`config.mk`:
```
export PLATFORM = sky130hd
export DESIGN_NAME = ser_tx4_flat
export DESIGN_NICKNAME = d
export VERILOG_FILES = /design/src/rtl/ser_tx4_if.sv /design/src/rtl/ser_tx4.sv /design/src/flat_wrapper.sv
export SDC_FILE = /design/constraint.sdc
export NUM_CORES = 1
export LEC_CHECK = 0
export BUFFER_PORTS_ARGS = -buffer_cell sky130_fd_sc_hd__buf_2
export CORE_ASPECT_RATIO = 1.1
export CORE_UTILIZATION = 55
export CTS_BUF_LIST = sky130_fd_sc_hd__clkbuf_4
export DETAILED_ROUTE_END_ITERATION = 12
export PLACE_DENSITY = 0.78
export SLEW_MARGIN = 15
export SYNTH_ARGS = -nofsm -noshare
export SYNTH_HDL_FRONTEND = slang
export SYNTH_SLANG_ARGS = --single-unit
export TNS_END_PERCENT = 30
```
`constraint.sdc`:
```
create_clock -name i_clk -period 2.46 [get_ports i_clk]
set_input_delay 0.246 -clock i_clk [delete_from_list [all_inputs] [get_ports i_clk]]
set_output_delay 0.246 -clock i_clk [all_outputs]
set_load 0.01 [all_outputs]
```
`src/rtl/ser_tx4_if.sv`:
```
// Bundle between a frame source and the ser_tx4 transmitter.
// Signal prefixes are from the transmitter's point of view.
interface ser_tx4_if #(
  parameter int unsigned WIDTH = 4
);
  logic             i_load;
  logic             i_hold;
  logic [WIDTH-1:0] i_data;
  logic             o_tx;
  logic             o_busy;
  logic             o_done;

  modport master (
    output i_load, i_hold, i_data,
    input  o_tx, o_busy, o_done
  );

  modport slave (
    input  i_load, i_hold, i_data,
    output o_tx, o_busy, o_done
  );
endinterface

```
`src/rtl/ser_tx4.sv`:
```
// Parallel-in, serial-out frame transmitter: start bit (0), WIDTH data bits MSB first,
// stop bit (1), each bit BAUD_DIV clocks long. Hold freezes all progress.
module ser_tx4 #(
  parameter int unsigned WIDTH    = 4,
  parameter int unsigned BAUD_DIV = 1
) (
  input logic       i_clk,
  input logic       i_rst_n,
  ser_tx4_if.slave  io_bus
);

  typedef enum logic [1:0] {StIdle, StStart, StData, StStop} state_e;

  localparam logic [7:0] DivMax = 8'(BAUD_DIV - 1);
  localparam logic [3:0] CntMax = 4'(WIDTH - 1);

  state_e           r_state, w_state_d;
  logic [WIDTH-1:0] r_shift, w_shift_d;
  logic [7:0]       r_div, w_div_d;
  logic [3:0]       r_cnt, w_cnt_d;
  logic             r_tx, r_busy, r_done;
  logic             w_tx_d, w_busy_d, w_done_d;
  logic             w_bound;

  assign w_bound = (r_div == DivMax);

  // State register; reset overrides Hold and abandons any frame in flight.
  always_ff @(posedge i_clk) begin
    if (!i_rst_n) begin
      r_state <= StIdle;
    end else begin
      r_state <= w_state_d;
    end
  end

  // Next-state logic; Hold keeps the current state.
  always_comb begin
    w_state_d = r_state;
    if (!io_bus.i_hold) begin
      unique case (r_state)
        StIdle:  if (io_bus.i_load) w_state_d = StStart;
        StStart: if (w_bound) w_state_d = StData;
        StData:  if (w_bound && (r_cnt == CntMax)) w_state_d = StStop;
        StStop:  if (w_bound) w_state_d = StIdle;
        default: w_state_d = StIdle;
      endcase
    end
  end

  // Datapath next values: shift register, bit divider and bit counter.
  always_comb begin
    w_shift_d = r_shift;
    w_div_d   = r_div;
    w_cnt_d   = r_cnt;
    if (!io_bus.i_hold) begin
      unique case (r_state)
        StIdle: begin
          if (io_bus.i_load) begin
            w_shift_d = io_bus.i_data;
            w_div_d   = '0;
            w_cnt_d   = '0;
          end
        end
        StData: begin
          if (w_bound) begin
            w_div_d   = '0;
            w_shift_d = r_shift << 1;
            w_cnt_d   = r_cnt + 4'd1;
          end else begin
            w_div_d = r_div + 8'd1;
          end
        end
        default: begin
          // Start and stop bits only time out; counter restarts for the data phase.
          if (w_bound) begin
            w_div_d = '0;
            w_cnt_d = '0;
          end else begin
            w_div_d = r_div + 8'd1;
          end
        end
      endcase
    end
  end

  // Registered outputs derived from the state being entered.
  always_comb begin
    w_tx_d   = 1'b1;
    w_busy_d = (w_state_d != StIdle);
    w_done_d = (r_state == StStop) && (w_state_d == StIdle);
    unique case (w_state_d)
      StStart: w_tx_d = 1'b0;
      StData:  w_tx_d = w_shift_d[WIDTH-1];
      default: w_tx_d = 1'b1;
    endcase
  end

  // Datapath and output registers.
  always_ff @(posedge i_clk) begin
    if (!i_rst_n) begin
      r_shift <= '0;
      r_div   <= '0;
      r_cnt   <= '0;
      r_tx    <= 1'b1;
      r_busy  <= 1'b0;
      r_done  <= 1'b0;
    end else begin
      r_shift <= w_shift_d;
      r_div   <= w_div_d;
      r_cnt   <= w_cnt_d;
      r_tx    <= w_tx_d;
      r_busy  <= w_busy_d;
      r_done  <= w_done_d;
    end
  end

  assign io_bus.o_tx   = r_tx;
  assign io_bus.o_busy = r_busy;
  assign io_bus.o_done = r_done;

endmodule

```
`src/flat_wrapper.sv`:
```
// flat-port wrapper written by rule: the top's interface ports become plain ports
module ser_tx4_flat 
#(
  parameter int unsigned WIDTH    = 4,
  parameter int unsigned BAUD_DIV = 1
)
  (i_clk, i_rst_n, io_bus_i_load, io_bus_i_hold, io_bus_i_data, io_bus_o_tx, io_bus_o_busy, io_bus_o_done);
  ser_tx4_if #(.WIDTH(WIDTH)) io_bus_i ();
  input logic i_clk;
  input logic i_rst_n;
  input wire logic [$bits(io_bus_i.i_load)-1:0] io_bus_i_load;
  input wire logic [$bits(io_bus_i.i_hold)-1:0] io_bus_i_hold;
  input wire logic [$bits(io_bus_i.i_data)-1:0] io_bus_i_data;
  output wire logic [$bits(io_bus_i.o_tx)-1:0] io_bus_o_tx;
  output wire logic [$bits(io_bus_i.o_busy)-1:0] io_bus_o_busy;
  output wire logic [$bits(io_bus_i.o_done)-1:0] io_bus_o_done;
  assign io_bus_i.i_load = io_bus_i_load;
  assign io_bus_i.i_hold = io_bus_i_hold;
  assign io_bus_i.i_data = io_bus_i_data;
  assign io_bus_o_tx = io_bus_i.o_tx;
  assign io_bus_o_busy = io_bus_i.o_busy;
  assign io_bus_o_done = io_bus_i.o_done;
  ser_tx4 #(.WIDTH(WIDTH), .BAUD_DIV(BAUD_DIV)) u_core (.i_clk(i_clk), .i_rst_n(i_rst_n), .io_bus(io_bus_i));
endmodule
```
After elaboration in Yosys (flattened, before gate mapping)
Cells that the tools add are included.
{"block": "totals", "ff_bits": 21, "out_inout_bits": 3, "elab_cells": 48}
{"block": "classes", "n_addsub": 2, "n_eq_ne": 8, "muxes": 18, "bitwise": 1, "n_reduce_logical": 11}
{"op": "$mux 4", "n": 6}
{"op": "$mux 8", "n": 3}
{"op": "$pmux 4 s2", "n": 2}
{"op": "$mux 2", "n": 5}
{"op": "$add 8x1->8 const B", "n": 1}
{"op": "$logic_not 8->1", "n": 1}
{"op": "$pmux 2 s4", "n": 1}
{"op": "$reduce_and 4->1", "n": 2}
{"op": "$eq 2x2->1 const B", "n": 3}
{"op": "$reduce_bool 2->1", "n": 3}
{"op": "$add 4x1->4 const B", "n": 1}
{"op": "$eq 2x1->1 const B", "n": 2}
{"op": "$eq 4x2->1 const B", "n": 1}
{"op": "$logic_not 2->1", "n": 2}
{"op": "$logic_and 1x1->1", "n": 2}
{"op": "$ne 2x1->1 const B", "n": 1}
{"op": "$ne 2x2->1 const B", "n": 1}
{"op": "$pmux 1 s2", "n": 1}
{"op": "$reduce_and 2->1", "n": 1}
{"op": "$not 1->1", "n": 1}

Longest topological paths before layout
{"block": "logic_depth", "ltp_word": 7, "ltp_mapped": 7, "depth_no_buf": 7}

Least setup slack after synthesis
Ideal clock, no wire load.
{"block": "synth_path", "kind": "register to register", "from": "register u_core.r_div[0]", "to": "register u_core.r_cnt[3]", "arrival_ns": 1.874, "required_ns": 2.390, "path_slack_ns": 0.516, "stages_incl_launch_ff": 8, "synth_period_minus_slack_ns": 1.944, "cell_sequence": "dfxtp_1 inv_1 ha_1 or4b_4 o22ai_4 nand2_4 or4_1 a21boi_1"}
{"block": "synth_between", "elab_chain_cells": 3}
{"item": "start: declaration", "line_no": "ser_tx4.sv:19", "text": "logic [7:0] r_div, w_div_d;"}
{"item": "start signal: assignment", "line_no": "ser_tx4.sv:109", "text": "r_div <= w_div_d;"}
{"item": "$logic_not 8->1 (*)", "line_no": "ser_tx4.sv:25", "text": "assign w_bound = (r_div == DivMax);"}
{"item": "$ne 2x1->1 (no line) or $reduce_bool 2->1 (tied branches)"}
{"item": "$reduce_and 4->1 (no line) (*)"}
{"item": "end signal: assignment", "line_no": "ser_tx4.sv:110", "text": "r_cnt <= w_cnt_d;"}
{"item": "end: declaration", "line_no": "ser_tx4.sv:20", "text": "logic [3:0] r_cnt, w_cnt_d;"}
Mark *: on every way between the ends. The rest lies on a longest branch, timed or not.
A chain may end at the register's enable or synchronous reset.

Worst setup path in the final report
Same ends and word-level chain as after synthesis.

==> results.md <==
- Nets: 147
- Final period util: 84.64%
- Synthesized instance count: 124
- Vias after detailed routing: around 900
- Fraction of final layout cells sized beyond drive strength 1: 16.30%
- Cts-stage hold buffer count: 0
- Clock slew at the register clock pins of the worst setup and hold paths: 0.12 ns
- Post-CTS Setup Bufs: 0
- Skew-Pair Late Insertion Delay: 0.30 ns
- Seq/Total Area, Yosys: a little under two fifths
- Path type of the worst min-delay path: input pin to flop
- Initial antenna violation count: 0
- Area grow syn2layout: 8.988%
- Slew @ Worst Pin: between 0.4 and 0.5 ns
- Number of synthesized flops with an enable pin: 0
- DRT iter0 DRCs: 22
- Detail Route Antenna Nets: 0
- Buffer depth of the longest clock path: 2
- CTS root buf: clkbuf_4
- Vias in the first global route: 824
- Leakage: 0.4668 nW
- Port Buffers: 10
- Synth Cell Area: 0.001100 sq mm
- Yosys reg bits: 21
- Skew final: a little under 0.009 ns
- Final Util: between 60% and 70%
- DRC Markers: 0
- Setup CP Type: flop to flop
- Die area: roughly 0.0022 sq mm
- Die H: 48.90 um
- First-pass GRT wire length: roughly 3600 um
- All-Layer GR Usage: around a fifth
- Worst-path maximum fanout: 8
- Initial Util: 60.37%
- Pre-CTS WS: 0.4081 ns
- CP Capture Type: flop
- Share of the synthesized area in the top cell type: 38.23%
- CTS tree: done
- Yosys top cell by area: dfxtp_1
- Final worst slack: roughly 0.38 ns
- Synth top area cells: dfxtp_1 (38%), xnor2_1 (4.0%), nand2_1 (3.8%)
- CP startpoint kind: flop
- Core ar.: 0.001822 sq mm
- # setup viols final: 0
- Largest net degree at the start of global routing: 17
- DP Wirelength: roughly 1500 um
- Clock Sinks: 21
- Filler cell count: between 100 and 150
- Setup Total Neg Slack: 0 ns
- Die X-Extent: roughly 45 um
- Gpl congestion: slightly above 0.8
- Req. time, crit path: 2.70 ns
- Count of final max-slew check failures: 0
- Status: completed
- Max_cap viols: 0
- Congestion Overflow GR: 0
- Synth unique cells: 43
- H-tree Lvls: 1
- Fraction of registers with async set/reset: 0%
- Post-cts sizing count: 0
- Synth Area per Inst: 8.869 sq um
- Worst EP arrival: 2.32 ns
- CTS Buf Count: 3
- Worst vdd rail ir drop: 0.3752 mV
- Post-synth top cells: dfxtp_1 (21), nand2_1 (11), nor2_1 (10), o21ai_0 (6)
- Drt wl/cell: 12.80 um
- Fin crit period: ~2.1 ns
- RSZ-0062 raised after global routing: false
- I/O pins: 11
- Max-slew headroom: 71.59%
- Synth Warn #: 0
- Ant diodes: 0
- Syn_nets: 135
- Row cnt: 16
- Most used DFF post-synth: dfxtp_1
- Pwr dens: 519.6 mW/mm^2
- Drt pass-1 iters: 4
- Final hold vios: 0
- Final WL: 2074 um
- Fmax: 480.3 MHz
- DR vias/cell: 5.679
- Top-count cell post-synth: dfxtp_1
==> layer usage <==
| layer | share of wire, % | wire length, um | global-route usage, % | vias to the layer above |
|---|---|---|---|---|
| met4 | 0.68 | 14 | 4.545 | 0 |
| met1 | 50 | 1038 | 28.90 | 432 |
| met5 | 0 | 0 | 0 | - |
| met2 | 46 | 964 | 33.58 | 13 |
| met3 | 2.7 | 56 | 3.333 | 2 |
| li1 | - | - | - | 473 |
==> worst max-delay path, cell delays in order, from the launching register on <==
cell and delay [ns]:
dfxtp_1 0.36, inv_1 0.06, ha_1 0.15, or4b_4 0.51, o22ai_4 0.21, nand2_4 0.10, or4_1 0.49, a21boi_1 0.15
==> state kept, by name, indices dropped and copies added (netlist names) <==
register              cells
u_core.r_div              8
u_core.io_bus.o_tx        1
u_core.io_bus.o_done      1
u_core.r_state            2
u_core.io_bus.o_busy      1
u_core.r_shift            4
u_core.r_cnt              4
==> per-stage QoR <==
stage	std cells	cell area [sq um]	hold WS [ns]	power [mW]
floorplan	124	1100	0.3991	0.4407
global placement	158	1171	0.4656	0.4650
detailed placement	158	1171	0.4766	0.4673
CTS	162	1199	0.2030	0.6277
global route	162	1199	0.2110	0.6603
finish	162	1199	0.2065	0.6229
==> placed cells by master (no fill, tap or decap), drive strengths merged, types with 2 or more instances in the layout <==
cell,Yosys,layout
nand2,12,12
and3,4,4
o211a,2,2
nand4,2,2
ha,3,3
nand2b,3,3
nor2,11,11
dfxtp,21,21
or4,2,2
or4bb,2,2
nor4b,2,2
xor2,2,2
buf,1,10
and2,2,2
a21boi,5,5
nor2b,5,5
a31oi,2,2
or3,2,2
o21ai,6,6
a21oi,3,3
nand3,3,3
clkbuf,2,3
a32oi,2,2
inv,4,4
xnor2,5,5
nor3,4,4
==> kinds of logic (layout without fill, tap and decap cells) <==
family,Yosys count,in the layout,share of synthesized area (%)
and+or+nand+nor,59,59,31.85
buffers and inverters,7,18,2.502
xor gates and xnor gates,7,7,5.575
adders and majority gates,3,3,3.413
DFF,21,21,38.22
AOI/OAI and AO/OA,27,27,18.43
==> cell type report <==
cell class,instances,area [sq um],share of cell area (%)
clock buffers,3,22.52,1.879
clock inverters,1,5.005,0.4175
inverters,4,15.01,1.253
multi-input cells,96,651.9,54.38
flip-flops and latches,21,420.4,35.07
well taps,27,33.78,2.818
repair buffers,10,50.05,4.175
==> path summary, 6_finish.rpt <==
path / cells after the start / slack (ns) / endpoint / start
hold reg to reg: 2 / 0.49 / u_core.r_cnt[0]$_SDFFE_PN0P_ / u_core.r_cnt[0]$_SDFFE_PN0P_
setup / recovery: 7 / 0.38 / u_core.r_cnt[3]$_SDFFE_PN0P_ / u_core.r_div[0]$_SDFFE_PN0P_
setup reg to reg: 7 / 0.38 / u_core.r_cnt[3]$_SDFFE_PN0P_ / u_core.r_div[0]$_SDFFE_PN0P_
hold / removal: 3 / 0.21 / u_core.r_shift[0]$_SDFFE_PN0P_ / io_bus_i_data[0]
==> power breakdown <==
group | internal [mW] | total (mW) | switching [mW]
logic | 0.0404 | 0.0943 | 0.0539
registers | 0.353 | 0.366 | 0.0130
clock network | 0.0605 | 0.163 | 0.102
total | 0.454 | 0.623 | 0.169
Power figures use the tool's default switching activity.
